===== src/rtl/risc8_pkg.sv =====
// Shared types and constants for the risc8 interrupt controller.
package risc8_pkg;

    typedef enum logic [1:0] {
        IDLE,
        FIRE,
        SERVICE
    } intc_state_e;

    localparam logic [1:0] INTC_MASK = 2'd0;
    localparam logic [1:0] INTC_PEND = 2'd1;
    localparam logic [1:0] INTC_EOI  = 2'd2;
    localparam logic [1:0] INTC_STAT = 2'd3;

    localparam logic [7:0] INTC_VEC_BASE = 8'h80;

    // Lowest set index wins; source 0 has the highest priority.
    function automatic logic [2:0] intc_prio(input logic [7:0] req);
        logic [2:0] id;
        id = 3'd0;
        for (int i = 7; i >= 0; i--) begin
            if (req[i]) id = 3'(i);
        end
        return id;
    endfunction

endpackage


===== src/rtl/risc8_intc_edge.sv =====
// Rising-edge detector for the interrupt lines.
// Optional 2-flop input synchronizer when RISC8_INTC_SYNC_EN is defined.
module risc8_intc_edge #(
    parameter int N_SRC = 8
) (
    input  logic             clk,
    input  logic             rst,
    input  logic [N_SRC-1:0] irq_src,
    output logic [N_SRC-1:0] rise
);

    logic [N_SRC-1:0] sample;
    logic [N_SRC-1:0] prev_q;

`ifdef RISC8_INTC_SYNC_EN
    logic [N_SRC-1:0] sync_q1;
    logic [N_SRC-1:0] sync_q2;

    always_ff @(posedge clk) begin
        if (rst) begin
            sync_q1 <= '0;
            sync_q2 <= '0;
        end else begin
            sync_q1 <= irq_src;
            sync_q2 <= sync_q1;
        end
    end

    assign sample = sync_q2;
`else
    assign sample = irq_src;
`endif

    // NOTE: sequential state uses non-blocking (<=) so every flop samples pre-edge values.
    always_ff @(posedge clk) begin
        if (rst) prev_q <= '0;
        else     prev_q <= sample;
    end

    assign rise = sample & ~prev_q;

endmodule


===== src/rtl/risc8_intc.sv =====
// risc8 interrupt controller: pending/mask registers, priority select, IDLE/FIRE/SERVICE FSM, com decode.
// Define RISC8_INTC_SYNC_EN to synchronize irq_src before edge detection.
module risc8_intc
    import risc8_pkg::*;
#(
    parameter int         N_SRC     = 8,
    parameter logic [7:0] BASE_ADDR = 8'hF0
) (
    input  logic             clk,
    input  logic             rst,
    input  logic [N_SRC-1:0] irq_src,
    input  logic [7:0]       com_addr,
    input  logic [7:0]       com_wr,
    input  logic             com_wr_en,
    input  logic             com_rd_en,
    output logic [7:0]       com_rd,
    output logic             interrupt,
    output logic             in_service
);

    localparam logic [7:0] SRC_VALID = 8'((9'd1 << N_SRC) - 9'd1);

    intc_state_e      state_q, state_d;
    logic [7:0]       mask_q, pending_q, pending_d;
    logic [2:0]       active_id_q;
    logic [N_SRC-1:0] rise;
    logic [7:0]       rise_w, req, offset, status;
    logic [1:0]       reg_off;
    logic             sel, mask_wr, pend_wr, eoi_wr;

    risc8_intc_edge #(.N_SRC(N_SRC)) u_edge (
        .clk     (clk),
        .rst     (rst),
        .irq_src (irq_src),
        .rise    (rise)
    );

    assign offset  = com_addr - BASE_ADDR;
    assign sel     = (offset < 8'd4);
    assign reg_off = offset[1:0];
    assign mask_wr = com_wr_en && sel && (reg_off == INTC_MASK);
    assign pend_wr = com_wr_en && sel && (reg_off == INTC_PEND);
    assign eoi_wr  = com_wr_en && sel && (reg_off == INTC_EOI);
    assign req     = pending_q & mask_q;

    // NOTE: every always_comb output gets a default first so no path can infer a latch.
    always_comb begin
        rise_w = '0;
        rise_w[N_SRC-1:0] = rise;
    end

    // Clears are applied before sets so a coincident edge always re-pends the bit.
    always_comb begin
        pending_d = pending_q;
        if (pend_wr) pending_d = pending_d & ~com_wr;
        if (state_q == FIRE) pending_d[active_id_q] = 1'b0;
        pending_d = (pending_d | rise_w) & SRC_VALID;
    end

    always_comb begin
        state_d = state_q;
        case (state_q)
            IDLE:    if (req != 8'h00) state_d = FIRE;
            FIRE:    state_d = SERVICE;
            SERVICE: if (eoi_wr) state_d = IDLE;
            default: state_d = IDLE;
        endcase
    end

    always_ff @(posedge clk) begin
        if (rst) begin
            state_q     <= IDLE;
            mask_q      <= 8'h00;
            pending_q   <= 8'h00;
            active_id_q <= 3'd0;
        end else begin
            state_q   <= state_d;
            pending_q <= pending_d;
            if (mask_wr) mask_q <= com_wr & SRC_VALID;
            if (state_q == IDLE && req != 8'h00) active_id_q <= intc_prio(req);
        end
    end

    assign interrupt  = (state_q == FIRE);
    assign in_service = (state_q != IDLE);
    assign status     = {in_service, 4'b0000, active_id_q};

    always_comb begin
        com_rd = 8'h00;
        if (state_q == FIRE) begin
            com_rd = INTC_VEC_BASE | {5'b00000, active_id_q};
        end else if (com_rd_en && sel) begin
            case (reg_off)
                INTC_MASK: com_rd = mask_q;
                INTC_PEND: com_rd = pending_q;
                INTC_STAT: com_rd = status;
                default:   com_rd = 8'h00;
            endcase
        end
    end

endmodule

===== config.mk =====
export PLATFORM = sky130hd
export DESIGN_NAME = risc8_intc
export DESIGN_NICKNAME = d
export VERILOG_FILES = /design/src/rtl/risc8_pkg.sv /design/src/rtl/risc8_intc_edge.sv /design/src/rtl/risc8_intc.sv
export SDC_FILE = /design/constraint.sdc
export NUM_CORES = 1
export LEC_CHECK = 0
export ABC_CLOCK_PERIOD_IN_PS = 2050
export CORE_MARGIN = 1.5
export CORE_UTILIZATION = 40
export DETAILED_ROUTE_END_ITERATION = 10
export GPL_ROUTABILITY_DRIVEN = 0
export PLACE_DENSITY = 0.73
export SLEW_MARGIN = 25
export SYNTH_ARGS = -nofsm -noshare
export SYNTH_HDL_FRONTEND = slang
export SYNTH_SLANG_ARGS = --single-unit
export TNS_END_PERCENT = 20

===== constraint.sdc =====
create_clock -name clk -period 2.05 [get_ports clk]
set_clock_uncertainty 0.1 [all_clocks]
set_input_delay 0.41 -clock clk [delete_from_list [all_inputs] [get_ports clk]]
set_output_delay 0.41 -clock clk [all_outputs]
set_load 0.005 [all_outputs]

==> impl_results.md <==
* Die Wd at 62.93 um
* N_diodes at 0
* Die area at 3960 sq um
* Initial DRC count at 62
* Nets@finish at 246
* Critical path class: flop to output port
* RSZ-0062 raised after global routing: yes
* CP endpoint: com_rd[2]
* Seq/Total Area, Yosys at 0.4042
* Worst Path Arrival at approximately 1.6 ns
* Final Hold Viols at 0
* Vias in the first global route at 1428
* # setup viols final at 2
* Most common cell after layout, fill and taps aside: dfxtp_1
* Worst Max-Slew Pin Slew at 0.3716 ns
* Layout area overhead at 45.47%
* Critical Path Start: state_q[1]
* Final instance area at 2090 sq um
* Ys Warns at 0
* Clock Latency Late Sink at 0.33 ns
* Aggregate global routing overflow at 0
* PortBufs at 37
* Slowest stage delay, CP at 0.38 ns
* Worst R2R Start: active_id_q[0]
* DR vias at approximately 1400
* I/O pins at 38
* Reg2reg end: pending_q[1]
* Initial antenna violation count at 0
* Post-route ant nets at 0
* Flop2flop setup slack at 0.55 ns
* Mean Syn Cell Area at 9.091 sq um
* Peak VDD IR at 0.3239 mV
* Largest net degree at the start of global routing at 21
* Slew Viols, Final at 0
* Adder-Cell Fraction of Synth Area at 0
* Outcome: complete, but fails checks
* Synth Area in Compound Gates at 0.1934
* Critical Path Slowest Stage Cell: or3_4
* CP endpoint kind: output port
* Mean number of vias per cell at between 5 and 6
* Hpwl dp at approximately 2800 um
* Die Ht at 62.93 um
* H-tree depth at 2
* Yosys reg bits at 29
* DRC violations left at 0
* Slew headroom at 0.7491
* Mux cell area share after synthesis at 0.1115
* Fin crit share at 1.016
* Final Critical Period at between 2 and 2.5 ns
* CORE AREA at 3390 sq um
* Final WS setup at -0.03363 ns
* Max Fclk at 479.9 MHz
* Site row count at 21
* Gr usage total at 0.2089
* WL/cell at 14.64 um
* Cells after Synth at 158
* PD cells at 511.8 nW/um^2
* Share of layout cells above drive strength 1 at 0.2648
* Critical Path RT at 1.54 ns
* Largest family of logic cells by synthesized area: simple AND/OR/NAND/NOR gates
* Clock Path Buffers at 2
* Initial core utilization at 0.4238
* Crit start category: flop
* Distinct cells, synth at 37
* CTS tree: built
* CP cell instances: nand2b_4 -> inv_2 -> or3_4 -> buf_6 -> o2bb2ai_2 -> buf_2
* First-pass GRT wire length at 6479 um
* CTS root buf: clkbuf_4
* Total Wirelength at 3879 um
* Number of max-cap violations at 0
* Clk slew on worst S/H paths at 0.08 ns
* Synth Area in Simple Gates at 0.2509
* Hold buffers post-CTS at 0
* CP Max Fanout at 4
* DR pass1 iterations at 4
* Post-Synth XOR/XNOR Area at 0
* Util after Layout at 0.6165
* Syn Std Cell Area at 1436 sq um
* Commonest non-fill, non-tap cells in the layout: 27 x dfxtp_1, 19 x clkdlybuf4s50_1, 17 x buf_4
* Failing checks: setup timing
* Total CTS buffers at 5
* Post-synth net total at 186
* Leak at 0.8473 nW
* Placed cell area at 1989 sq um
* Worst min-delay path class: flop to flop
* Worst reg2reg path depth at 4
* Clk sinks at 29
-- report_power, final --
part	internal [mW]	total, mW	switching, mW	leakage, nW
Clock	0.136	0.324	0.187	0.0265
Sequential	0.587	0.606	0.0184	0.239
Combinational	0.0828	0.140	0.0574	0.581
Total	0.806	1.07	0.263	0.847
-- synth_stat cells --
cell type | number | area [sq um]
a22oi_1 | 4 | 30.03
and3_1 | 4 | 25.02
o22a_1 | 2 | 17.52
or3_1 | 1 | 6.260
inv_1 | 9 | 33.78
nand4bb_4 | 1 | 27.53
nor3_1 | 2 | 10.01
dfxtp_1 | 29 | 580.6
nor3_2 | 1 | 10.01
clkbuf_1 | 3 | 11.26
o31ai_1 | 1 | 7.510
clkinv_1 | 1 | 3.750
a32o_1 | 2 | 20.02
clkbuf_2 | 1 | 5.000
and4_1 | 1 | 8.760
a211o_1 | 1 | 8.760
nand2b_1 | 3 | 18.77
a21o_1 | 1 | 7.510
nor4_4 | 1 | 21.27
a22o_1 | 2 | 17.52
nand2_1 | 10 | 37.54
o21ai_0 | 3 | 15.01
a41o_1 | 2 | 20.02
o2bb2ai_1 | 5 | 43.79
nand4_1 | 3 | 18.77
o311a_1 | 2 | 20.02
buf_1 | 1 | 3.750
a31oi_1 | 2 | 12.51
a21oi_1 | 5 | 25.02
or4_1 | 2 | 15.01
nand3_1 | 5 | 25.02
nand3b_1 | 1 | 7.510
o211ai_1 | 2 | 15.01
nor2b_1 | 11 | 68.82
mux2i_1 | 16 | 160.2
nor2_1 | 16 | 60.06
o311ai_0 | 2 | 17.52
-- worst min path at each step --
| stage | depth (start not counted) | startpoint | to | slack (ns) |
|---|---|---|---|---|
| final | 2 | u_edge.prev_q[3] | pending_q[3] | 0.36 |
| after global routing | 2 | u_edge.prev_q[3] | pending_q[3] | 0.39 |
| after CTS | 2 | u_edge.prev_q[3] | pending_q[3] | 0.37 |
| after detailed placement | 2 | u_edge.prev_q[7] | pending_q[7] | 0.35 |
| after global placement | 2 | u_edge.prev_q[3] | pending_q[3] | 0.34 |
| after floorplan | 2 | u_edge.prev_q[3] | pending_q[3] | 0.33 |
-- metal layers --
layer	up-vias	global-route usage	share of wire
met5	-	0	0
met2	67	0.3231	0.48
met3	11	0.05045	0.076
met4	0	0.1417	0.025
met1	640	0.2550	0.42
li1	702	-	-
-- stage by stage --
step / setup slack, ns / cells / TNS, ns / power, mW / hold WS (ns)
2_1_floorplan: 0.2223 / 158 / 0 / 0.6752 / 0.3293
3_3_place_gp: -0.8802 / 252 / -6.750 / 0.7551 / 0.3351
3_5_place_dp: -0.9051 / 252 / -7.000 / 0.7585 / 0.3487
4_1_cts: -0.06986 / 265 / -0.1288 / 1.075 / 0.3689
5_1_grt: -0.1033 / 265 / -0.3563 / 1.122 / 0.3886
6_report: -0.03363 / 265 / -0.06569 / 1.069 / 0.3615
-- logic make-up after synthesis --
| group | count (synthesis) |
|---|---|
| and+or+nand+nor | 62 |
| AOI/OAI and AO/OA | 36 |
| muxes | 16 |
| DFF | 29 |
| buffers and inverters | 15 |
-- critical path: cells and delay by family, from the launching register on --
kind,cells,cell delay (ns)
simple gates,2,0.50
buf+inv,3,0.30
flops,1,0.33
compound gates,1,0.11
-- layout make-up --
| type | count | area (sq um) |
|---|---|---|
| timing repair buffer | 58 | 494.2 |
| fill | 300 | 1300 |
| tap | 46 | 57.56 |
| sequential | 29 | 583.1 |
| clock buffer | 8 | 48.80 |
| multi-input combinational | 114 | 868.3 |
| inverter | 10 | 37.54 |
-- registers in the layout, summed over array words and instances (netlist names) --
register / flops
active_id_q: 3
pending_q: 8
state_q: 2
mask_q: 8
u_edge.prev_q: 8
-- repair_timing --
action | 4_1_cts | 5_1_grt
cloned | 0 | 0
gates resized for setup | 65 | 12
endpoints found under the setup margin | 9 | 9
pin swaps | 9 | 2
buffers inserted | 5 | 0
(Power assumes the default switching activity.)
